[config.mk]
export PLATFORM = sky130hd
export DESIGN_NAME = parity_stream_engine_flat
export DESIGN_NICKNAME = d
export VERILOG_FILES = /design/src/rtl/parity_stream_engine_if.sv /design/src/rtl/parity_stream_engine.sv /design/src/flat_wrapper.sv
export SDC_FILE = /design/constraint.sdc
export NUM_CORES = 1
export LEC_CHECK = 0
export CAP_MARGIN = 20
export CORE_MARGIN = 5
export CORE_UTILIZATION = 45
export DETAILED_ROUTE_END_ITERATION = 8
export MAX_ROUTING_LAYER = met4
export PLACE_DENSITY = 0.91
export SLEW_MARGIN = 15
export SYNTH_ARGS = -nofsm -noshare
export SYNTH_HDL_FRONTEND = slang
export SYNTH_SLANG_ARGS = --single-unit
[constraint.sdc]
create_clock -name clk -period 4.45 [get_ports clk]
set_input_delay 0.89 -clock clk [delete_from_list [all_inputs] [get_ports clk]]
set_output_delay 0.89 -clock clk [all_outputs]
set_load 0.02 [all_outputs]
[src/rtl/parity_stream_engine_if.sv]
// rtl/parity_stream_engine_if.sv - beat handshake bundle between producer, engine and consumer
interface parity_stream_engine_if #(
  parameter int DATA_W = 32,
  parameter int LANES  = 4
);
  logic              in_valid;
  logic              in_ready;
  logic [DATA_W-1:0] in_data;
  logic [LANES-1:0]  in_par;
  logic              out_valid;
  logic              out_ready;
  logic [DATA_W-1:0] out_data;
  logic [LANES-1:0]  out_par;
  logic [LANES-1:0]  out_err;

  modport master (
    output in_valid, in_data, in_par, out_ready,
    input  in_ready, out_valid, out_data, out_par, out_err
  );

  modport slave (
    input  in_valid, in_data, in_par, out_ready,
    output in_ready, out_valid, out_data, out_par, out_err
  );
endinterface

[src/rtl/parity_stream_engine.sv]
// rtl/parity_stream_engine.sv - per-lane parity generate/check with one register stage
module parity_stream_engine #(
  parameter int DATA_W = 32,
  parameter int LANE_W = 8,
  parameter int CNT_W  = 16
) (
  input  logic                 clk,
  input  logic                 rst_n,
  input  logic                 cfg_odd,
  input  logic                 cfg_check,
  input  logic                 clr_err,
  parity_stream_engine_if.slave bus,
  output logic                 err_sticky,
  output logic [CNT_W-1:0]     err_count
);
  localparam int LANES = DATA_W / LANE_W;

  logic [LANES-1:0] lane_par;
  logic [LANES-1:0] beat_err;
  logic             accept;
  logic             beat_bad;

  always_comb begin
    lane_par = '0;
    for (int k = 0; k < LANES; k++) begin
      lane_par[k] = (^bus.in_data[k*LANE_W +: LANE_W]) ^ cfg_odd;
    end
  end

  assign bus.in_ready = !bus.out_valid || bus.out_ready;
  assign accept       = bus.in_valid && bus.in_ready;
  assign beat_err     = cfg_check ? (bus.in_par ^ lane_par) : '0;
  // Errors are counted at acceptance, so a stalled beat is never counted twice.
  assign beat_bad     = accept && (|beat_err);

  always_ff @(posedge clk or negedge rst_n) begin
    if (!rst_n) begin
      bus.out_valid <= 1'b0;
      bus.out_data  <= '0;
      bus.out_par   <= '0;
      bus.out_err   <= '0;
    end else if (accept) begin
      bus.out_valid <= 1'b1;
      bus.out_data  <= bus.in_data;
      bus.out_par   <= cfg_check ? bus.in_par : lane_par;
      bus.out_err   <= beat_err;
    end else if (bus.out_ready) begin
      bus.out_valid <= 1'b0;
    end
  end

  // A clear coinciding with an error beat keeps that new event.
  always_ff @(posedge clk or negedge rst_n) begin
    if (!rst_n) begin
      err_sticky <= 1'b0;
      err_count  <= '0;
    end else if (clr_err) begin
      err_sticky <= beat_bad;
      err_count  <= beat_bad ? CNT_W'(1) : '0;
    end else if (beat_bad) begin
      err_sticky <= 1'b1;
      if (!(&err_count)) begin
        err_count <= err_count + CNT_W'(1);
      end
    end
  end
endmodule
[src/flat_wrapper.sv]
// flat-port wrapper written by rule: the top's interface ports become plain ports
module parity_stream_engine_flat 
#(
  parameter int DATA_W = 32,
  parameter int LANE_W = 8,
  parameter int CNT_W  = 16
)
  (clk, rst_n, cfg_odd, cfg_check, clr_err, err_sticky, err_count, bus_in_valid, bus_in_data, bus_in_par, bus_out_ready, bus_in_ready, bus_out_valid, bus_out_data, bus_out_par, bus_out_err);
  parity_stream_engine_if #(.DATA_W(DATA_W)) bus_i ();
  input  logic clk;
  input  logic rst_n;
  input  logic cfg_odd;
  input  logic cfg_check;
  input  logic clr_err;
  output logic err_sticky;
  output logic [CNT_W-1:0] err_count;
  input wire logic [$bits(bus_i.in_valid)-1:0] bus_in_valid;
  input wire logic [$bits(bus_i.in_data)-1:0] bus_in_data;
  input wire logic [$bits(bus_i.in_par)-1:0] bus_in_par;
  input wire logic [$bits(bus_i.out_ready)-1:0] bus_out_ready;
  output wire logic [$bits(bus_i.in_ready)-1:0] bus_in_ready;
  output wire logic [$bits(bus_i.out_valid)-1:0] bus_out_valid;
  output wire logic [$bits(bus_i.out_data)-1:0] bus_out_data;
  output wire logic [$bits(bus_i.out_par)-1:0] bus_out_par;
  output wire logic [$bits(bus_i.out_err)-1:0] bus_out_err;
  assign bus_i.in_valid = bus_in_valid;
  assign bus_i.in_data = bus_in_data;
  assign bus_i.in_par = bus_in_par;
  assign bus_i.out_ready = bus_out_ready;
  assign bus_in_ready = bus_i.in_ready;
  assign bus_out_valid = bus_i.out_valid;
  assign bus_out_data = bus_i.out_data;
  assign bus_out_par = bus_i.out_par;
  assign bus_out_err = bus_i.out_err;
  parity_stream_engine #(.DATA_W(DATA_W), .LANE_W(LANE_W), .CNT_W(CNT_W)) u_core (.clk(clk), .rst_n(rst_n), .cfg_odd(cfg_odd), .cfg_check(cfg_check), .clr_err(clr_err), .bus(bus_i), .err_sticky(err_sticky), .err_count(err_count));
endmodule
==> run metrics, run 1 <==
relative slew slack 0.496; Crit. End Element flip-flop; Sinks on Clock Net 58; initial antenna violation count 0; most common library cells after synthesis dfrtp_1, xnor2_1, mux2_2; clk_lat worst skew around 0.32 ns; Fmax between 0.3 and 0.4 GHz; Antenna Cells 0; DP HPWL 5200 um; GRT overflow 0; Storage cell area 0.00145 mm2; layout cell share with drive strength beyond 1 0.175; Synth-to-Final Area Change 44.5%; I/O pin count 102; crit path to u_core.err_count[5]; Synth area leaders dfrtp_1, mux2_2, xnor2_1; WL final 6990 um; Avg Vias per Cell 5.08; DRT antenna net count 0; power density cells 397 mW/mm2; top cell type by total area after synthesis dfrtp_1; Tmin final between 3 and 4 ns; r2r endpoint u_core.err_count[11]; Layout Skew 0.00513 ns; HP Class reg2reg; Worst R2R Path Depth 7; post-synthesis sequential area ratio 0.497; Final Setup Violations 0; fin util 0.668; Startpoint Class primary input; Required @ worst endpoint about 4.7 ns; Max rail drop VDD 0.284 mV; largest net degree at the start of global routing 59; period utilization 0.729; worst reg2reg startpoint u_core.err_count[3]; die span in y 90.5 um; # Max-Cap Violations 0; DR pass1 iterations 4; GP Congestion 0.784; Multi-input gate area 0.00140 mm2; mapped cell area 0.00292 mm2; clock-pin slew on the worst setup and hold paths 0.06 ns; CTS Buf Count 9; Core ar. 0.00631 mm2; final hold violations 0; CTS H-tree lvls 3; Gate Count Post-Synth 239; GRT Util Overall 0.180; TritonCTS clock tree done; # hold bufs at CTS 0; Crit Path Category in2reg; first-pass GRT wire length 11600 um; run status completed; vias in the first global route 2355; Iter 0 DRT Violations 102; row count 29; setup TNS 0 ns; RSZ-0062 raised after global routing false; Worst Path Max Fanout 17; Worst Tran Pin Value about 0.75 ns; die area 0.00819 mm2; DIE WIDTH between 90 and 100 um; post-CTS setup buffer count 0; arrival time at the worst endpoint 3.44 ns; hold slack final 0.482 ns; post-CTS sizing 0; filler instances 492; worst reg-to-reg setup slack 2.30 ns; IO Port Bufs roughly 100; top cell type's share of synthesized area 0.497; Post-synth top flop dfrtp_1; root buf cell clkbuf_8; number of synthesized flops with an enable pin 0; Avg Inst Size Synth 12.2 um2; Post-route DRC 0; WL/cell around 16 um; routed via count about 2200; Max Slew Vio Count 0; most frequent cell after synthesis dfrtp_1; initial core utilization 0.462; Worst Setup SP cfg_odd; clk buf depth 2; async set or reset register ratio after synthesis 1.00; syn nets 283; P_leak 1.72 nW; fin nets 388; number of synthesized register bits between 50 and 60; Synth cell types 32; Yosys warnings 0
kinds of logic after synthesis:
group / Yosys count / synth area share
adders and majority gates: 1 / 0.00429
buffers and inverters: 14 / 0.0232
DFF: 58 / 0.497
muxes: 32 / 0.124
AOI/OAI and AO/OA: 21 / 0.0442
xor gates and xnor gates: 47 / 0.181
and+or+nand+nor: 66 / 0.126
registers in the layout (all words and copies together), names as in the netlist:
signal,cells
u_core.err_sticky,1
u_core.bus.out_err,4
u_core.bus.out_par,4
u_core.bus.out_data,32
u_core.err_count,16
u_core.bus.out_valid,1
worst min path at each step:
| stage | startpoint | endpoint | depth (start not counted) |
|---|---|---|---|
| after detailed placement | u_core.bus.out_err[3] | u_core.bus.out_err[3] | 2 |
| after global routing | u_core.bus.out_data[13] | u_core.bus.out_data[13] | 1 |
| after floorplan | rst_n | u_core.bus.out_data[0] | 0 |
| after global placement | u_core.bus.out_par[3] | u_core.bus.out_par[3] | 2 |
| after CTS | u_core.bus.out_err[3] | u_core.bus.out_err[3] | 2 |
| final | u_core.bus.out_err[3] | u_core.bus.out_err[3] | 2 |
where the power goes:
part           internal [mW]  total [mW]  switching, mW
registers              0.593       0.629         0.0362
logic                  0.261       0.508          0.247
clock network          0.329       0.538          0.209
total                   1.18        1.68          0.492
stage by stage:
step | instances | power [mW] | setup WS (ns) | cell area (um2)
2_1_floorplan | 239 | 0.918 | 1.70 | 2920
3_3_place_gp | 410 | 1.14 | 0.945 | 4000
3_5_place_dp | 410 | 1.15 | 0.848 | 4000
4_1_cts | 426 | 1.69 | 1.19 | 4220
5_1_grt | 426 | 1.76 | 1.04 | 4220
6_report | 426 | 1.68 | 1.21 | 4220
worst max-delay path: stages:
cell             delay (ns)
clkdlybuf4s50_1        0.57
xnor3_1                0.50
xnor2_2                0.16
xnor2_1                0.33
o41ai_4                0.13
buf_4                  0.24
nor4b_1                0.37
xnor2_1                0.16
a21oi_1                0.09
metal layers:
| layer | wire length (um) | track usage | up-vias |
|---|---|---|---|
| met5 | 0 | - | - |
| met4 | 101 | 0.0633 | 0 |
| met3 | 358 | 0.0483 | 9 |
| met2 | 3690 | 0.298 | 59 |
| met1 | 2840 | 0.210 | 1068 |
| li1 | - | - | 1029 |
placed cells by master, fill, tap and decap left out, drive strengths merged:
cell type / n
nand4: 1
nor4b: 2
clkbuf: 11
nor4: 6
xnor2: 35
nor3: 4
nand2: 19
mux2: 32
or3: 1
nand3: 7
clkinvlp: 1
o21ai: 9
bufinv: 2
a21oi: 10
inv: 3
buf: 5
o22ai: 1
xor2: 4
o41ai: 1
ha: 1
xnor3: 8
nor3b: 2
dfrtp: 58
or4: 2
clkdlybuf4s50: 100
clkinv: 2
nand2b: 4
and3: 4
nor2: 14
final cells by class:
type,count,share of cell area
repair buffers,105,0.246
flip-flops and latches,58,0.344
clock inverters,5,0.0184
multi-input cells,167,0.332
clock buffers,11,0.0335
well taps,77,0.0229
inverters,3,0.00267
Power figures use the tool's default switching activity.
==> inputs of run 2 (changes only) <==
==> constraint.sdc (replaced) <==
create_clock -name clk -period 3.3 [get_ports clk]
set_input_delay 0.66 -clock clk [delete_from_list [all_inputs] [get_ports clk]]
set_output_delay 0.66 -clock clk [all_outputs]
set_load 0.02 [all_outputs]
==> run 2 against run 1 <==
  * Highest routed layer unchanged
  * Utilization shrank 0.26 points
  * Critical endpoint unchanged
  * Power grew 27%
  * Wire length grew 1.1%
  * Critical path depth is the same
  * Setup slack lost 0.82 ns
  * Largest power group unchanged
  * Clock-buffer cell count grew 1
  * Sequential cell count is the same
==> run metrics, run 2 (synthesized netlist as in run 1, its figures left out) <==
clock-pin slew on the worst setup and hold paths 0.06 ns (about the same); # Max-Cap Violations 0 (unchanged); relative slew slack 0.660 (was 0.496); HP Class in2async (was reg2reg); Iter 0 DRT Violations 82 (was 102); Worst R2R Path Depth 7 (unchanged); Pint 1.47 mW (was 1.18 mW); die span in y 90.5 um (unchanged); RSZ-0062 raised after global routing false (unchanged); Avg Vias per Cell 5.15 (was 5.08); Post-route DRC 0 (unchanged); row count 29 (unchanged); initial core utilization 0.462 (unchanged); Layout Skew 0.00408 ns (was 0.00513 ns); final hold violations 0 (unchanged); I/O pin count 102 (unchanged); most common cell after layout, fill and taps aside clkdlybuf4s50_1 (unchanged); CTS Buf Count 9 (unchanged); # hold bufs at CTS 0 (unchanged); Fmax 0.343 GHz; largest net degree at the start of global routing 49 (was 59); worst reg2reg startpoint u_core.err_count[3] (unchanged); Worst Tran Pin Value 0.509 ns (was 0.753 ns); DRT antenna net count 0 (unchanged); worst reg-to-reg setup slack 1.17 ns (was 2.30 ns); WL/cell 16.6 um (was 16.4 um); sequential power share 0.400 (was 0.376); TritonCTS clock tree done (unchanged); setup TNS 0 ns (unchanged); Tmin final around 2.9 ns; Max rail drop VDD 0.321 mV (was 0.284 mV); Max Slew Vio Count 0 (unchanged); fin nets 389 (was 388); WL final 7070 um (was 6990 um); clk_lat worst skew 0.33 ns (was 0.32 ns); vias in the first global route 2373 (was 2355); filler instances 497 (was 492); GP Congestion 0.789 (was 0.784); Synth-to-Final Area Change 43.9% (was 44.5%); GRT overflow 0 (unchanged); most frequent cells in the layout clkdlybuf4s50_1, dfrtp_1, xnor2_1, mux2_2, nand2_1 (unchanged); clk buf depth 2 (unchanged); Multi-input gate area 0.00140 mm2 (unchanged); run status completed (unchanged); biggest regs u_core.bus.out_data (32), u_core.err_count (16) (unchanged); DR pass1 iterations 4 (unchanged); switching power 0.663 mW (was 0.492 mW); DP HPWL 5240 um (was 5200 um); first-pass GRT wire length 11900 um (was 11600 um); Largest Register u_core.bus.out_data (unchanged); Core ar. 0.00631 mm2 (unchanged); Gate power share 0.327 (was 0.303); Storage cell area 0.00145 mm2 (unchanged); arrival time at the worst endpoint 3.12 ns (was 3.44 ns); Antenna Cells 0 (unchanged); r2r endpoint u_core.err_count[11] (unchanged); IO Port Bufs 101 (unchanged); layout cell share with drive strength beyond 1 0.175 (unchanged); Startpoint Class primary input (unchanged); P_leak 1.72 nW (about the same); Largest register FFs 32 (unchanged); power density cells 507 mW/mm2 (was 397 mW/mm2); root buf cell clkbuf_8 (unchanged); post-CTS setup buffer count 0 (unchanged); CTS H-tree lvls 3 (unchanged); die area 0.00819 mm2 (unchanged); period utilization 0.883; Crit. End Element flip-flop (unchanged); Clk pwr share 0.273 (was 0.321); DIE WIDTH 90.5 um (unchanged); Final Setup Violations 0 (unchanged); Crit Path Category in2reg (unchanged); Sinks on Clock Net 58 (unchanged); initial antenna violation count 0 (unchanged); Net Sw Frac 0.311 (was 0.294); GRT Util Overall 0.184 (was 0.180); routed via count 2194 (was 2165); hold slack final 0.294 ns (was 0.482 ns); Worst Path Max Fanout 17 (unchanged); post-CTS sizing 0 (unchanged); Required @ worst endpoint 3.51 ns (was 4.65 ns)
-- run 2: cell count changes in the layout (fill, tap and decap cells not counted) --
cell,change
buf_12,+2
bufinv_16,-2
buf_4,-1
clkbuf_8,+1
clkinv_2,+1
clkinvlp_4,-1
-- run 2: layout make-up --
cell class                 count  area share
multi-input combinational    167       0.334
sequential                    58       0.346
clock inverter                 3     0.00358
inverter                       3     0.00268
timing repair buffer         106       0.254
tap                           77      0.0229
clock buffer                  12      0.0369
-- run 2: power by group through the flow --
stage	Sequential, mW	Clock (mW)	Combinational (mW)
2_1_floorplan	0.968	0	0.271
4_1_cts	0.852	0.594	0.706
3_5_place_dp	0.863	0	0.701
6_report	0.851	0.582	0.696
3_3_place_gp	0.856	0	0.690
5_1_grt	0.864	0.626	0.745
-- run 2: how the worst max path moves through the flow --
stage / endpoint / start / cells past startpoint
6_report: u_core.err_count[5] / cfg_odd / 9
5_1_grt: u_core.err_count[8] / cfg_odd / 9
4_1_cts: u_core.err_count[5] / cfg_odd / 9
3_5_place_dp: u_core.err_count[5] / cfg_odd / 9
3_3_place_gp: u_core.err_count[5] / cfg_odd / 9
2_1_floorplan: u_core.err_count[7] / bus_in_data[26] / 8
-- run 2: worst max-delay path: stages --
cell and delay (ns):
clkdlybuf4s50_1 0.56, xnor3_1 0.49, xnor2_2 0.16, xnor2_1 0.31, o41ai_4 0.14, buf_12 0.19
nor4b_1 0.35, xnor2_1 0.16, a21oi_1 0.08
-- run 2: through the flow --
stage / util / setup slack [ns] / std cells / power [mW] / instance area, um2
after global routing: 0.665 / 0.208 / 426 / 2.23 / 4200
after detailed placement: 0.638 / 0.0539 / 411 / 1.56 / 4030
after global placement: 0.638 / 0.135 / 411 / 1.55 / 4030
final: 0.665 / 0.387 / 426 / 2.13 / 4200
after floorplan: - / 0.784 / 239 / 1.24 / 2920
after CTS: 0.665 / 0.407 / 426 / 2.15 / 4200
-- run 2: per-layer routing --
metal	GRT usage	share of wire	routed length (um)
met4	0.0670	0.012	83
met2	0.303	0.53	3730
met1	0.220	0.41	2890
met5	-	0	0
met3	0.0442	0.051	360
==> inputs of run 3 (changes only) <==
--- a/config.mk
+++ b/config.mk
@@ -8,9 +8,11 @@
 export CAP_MARGIN = 20
 export CORE_MARGIN = 5
 export CORE_UTILIZATION = 45
+export CTS_BUF_LIST = sky130_fd_sc_hd__clkbuf_8
 export DETAILED_ROUTE_END_ITERATION = 8
 export MAX_ROUTING_LAYER = met4
 export PLACE_DENSITY = 0.91
+export SETUP_SLACK_MARGIN = 0.2
 export SLEW_MARGIN = 15
 export SYNTH_ARGS = -nofsm -noshare
 export SYNTH_HDL_FRONTEND = slang
==> run 3 against run 2 <==
  * Cell count unchanged
  * Clock skew barely moved
  * Worst hold slack about the same
  * Register-to-register slack is essentially flat
  * Via count about the same
  * Fmax about the same
  * Die area is the same
  * Critical endpoint unchanged
  * Global-route usage is the same
==> run metrics, run 3 (synthesized netlist as in run 1, its figures left out) <==
run status completed (unchanged); dpl ws 0.0539 ns (unchanged); Net Sw Frac 0.312 (was 0.311); GRT overflow 0 (unchanged); most common cell after layout, fill and taps aside clkdlybuf4s50_1 (unchanged); first-pass GRT wire length 11900 um (unchanged); power density cells 506 mW/mm2 (was 507 mW/mm2); # Max-Cap Violations 0 (unchanged); fin util 0.665 (unchanged); DIE WIDTH 90.5 um (unchanged); sequential power share 0.400 (about the same); most frequent cells in the layout clkdlybuf4s50_1, dfrtp_1, xnor2_1, mux2_2, nand2_1 (unchanged); period utilization 0.883 (about the same); Sinks on Clock Net 58 (unchanged); die area 0.00819 mm2 (unchanged); Multi-input gate area 0.00140 mm2 (unchanged); relative slew slack 0.660 (unchanged); Largest register FFs 32 (unchanged); GRT Util Overall 0.184 (unchanged); layout cell share with drive strength beyond 1 0.175 (unchanged); Required @ worst endpoint 3.51 ns (about the same); Storage cell area 0.00145 mm2 (unchanged); CTS Buf Count 9 (unchanged); Crit. End Element flip-flop (unchanged); Startpoint Class primary input (unchanged); Layout Skew 0.00408 ns (about the same); row count 29 (unchanged); RSZ-0062 raised after global routing false (unchanged); setup ws final 0.387 ns (about the same); IO Port Bufs 101 (unchanged); fin nets 389 (unchanged); Crit Path Category in2reg (unchanged); I/O pin count 102 (unchanged); HP Class in2async (unchanged); clk_lat worst skew 0.33 ns (about the same); TritonCTS clock tree done (unchanged); WL/cell 16.6 um (about the same); largest net degree at the start of global routing 49 (unchanged); DR pass1 iterations 4 (unchanged); Clk pwr share 0.272 (was 0.273); routed via count 2193 (was 2194); Antenna Cells 0 (unchanged); post-route cell area 0.00420 mm2 (unchanged); final hold violations 0 (unchanged); filler instances 497 (unchanged); switching power 0.663 mW (about the same); Fmax 0.343 GHz (about the same); Layout Cells excl Fill 426 (unchanged); Gate power share 0.328 (was 0.327); Max Slew Vio Count 0 (unchanged); initial antenna violation count 0 (unchanged); post-CTS setup buffer count 0 (unchanged); Post-route DRC 0 (unchanged); clk buf depth 2 (unchanged); vias in the first global route 2373 (unchanged); Iter 0 DRT Violations 82 (unchanged); Worst Path Max Fanout 17 (unchanged); Pint 1.46 mW (was 1.47 mW); die span in y 90.5 um (unchanged); CTS H-tree lvls 3 (unchanged); initial core utilization 0.462 (unchanged); root buf cell clkbuf_8 (unchanged); Max rail drop VDD 0.319 mV (was 0.321 mV); setup TNS 0 ns (unchanged); dpl cells 411 (unchanged); DRT antenna net count 0 (unchanged); P_leak 1.73 nW (was 1.72 nW); clock-pin slew on the worst setup and hold paths 0.06 ns (about the same); Placed Area 0.00403 mm2 (unchanged); Avg Vias per Cell 5.15 (about the same); # hold bufs at CTS 0 (unchanged); hold slack final 0.294 ns (about the same); WL final 7060 um (was 7070 um); Largest Register u_core.bus.out_data (unchanged); arrival time at the worst endpoint 3.12 ns (about the same); post-CTS sizing 0 (unchanged); biggest regs u_core.bus.out_data (32), u_core.err_count (16) (unchanged); Core ar. 0.00631 mm2 (unchanged); DP HPWL 5240 um (unchanged); Tmin final 2.91 ns (about the same); total power 2.13 mW (about the same); Synth-to-Final Area Change 43.9% (unchanged); Worst Tran Pin Value 0.509 ns (unchanged); Final Setup Violations 0 (unchanged); GP Congestion 0.789 (unchanged)
-- run 3: power groups by stage --
stage | Combinational [mW] | Clock (mW) | Sequential [mW]
2_1_floorplan | 0.271 | 0 | 0.968
3_3_place_gp | 0.690 | 0 | 0.856
3_5_place_dp | 0.701 | 0 | 0.863
4_1_cts | 0.706 | 0.591 | 0.852
5_1_grt | 0.745 | 0.623 | 0.864
6_report | 0.696 | 0.579 | 0.851
-- run 3: routing by layer --
metal  share of wire  track usage  vias up  wire [um]
met5               0            -        -          0
met4           0.012       0.0670        0         83
li1                -            -     1029          -
met3           0.051       0.0442        8        360
met2            0.53        0.303       64       3730
met1            0.41        0.220     1092       2890
-- run 3: cell type report --
type / count / share of cell area
clock inverters: 4 / 0.00447
clock buffers: 11 / 0.0361
flip-flops and latches: 58 / 0.346
well taps: 77 / 0.0229
inverters: 3 / 0.00268
multi-input cells: 167 / 0.334
repair buffers: 106 / 0.254
-- run 3: path summary, 6_finish.rpt --
path,end,from,cells after the start,slack (ns)
setup / recovery,u_core.err_count[5],cfg_odd,9,0.39
hold / removal,u_core.bus.out_data[10],rst_n,1,0.29
setup reg to reg,u_core.err_count[11],u_core.err_count[3],7,1.18
hold reg to reg,u_core.bus.out_err[3],u_core.bus.out_err[3],2,0.48
max in group asynchronous,u_core.bus.out_data[21],rst_n,2,2.32
min in group clk,u_core.bus.out_err[3],u_core.bus.out_err[3],2,0.48
-- run 3: worst max-delay path, stage by stage --
cell	delay [ns]
clkdlybuf4s50_1	0.56
xnor3_1	0.49
xnor2_2	0.16
xnor2_1	0.31
o41ai_4	0.14
buf_12	0.19
nor4b_1	0.35
xnor2_1	0.16
a21oi_1	0.08
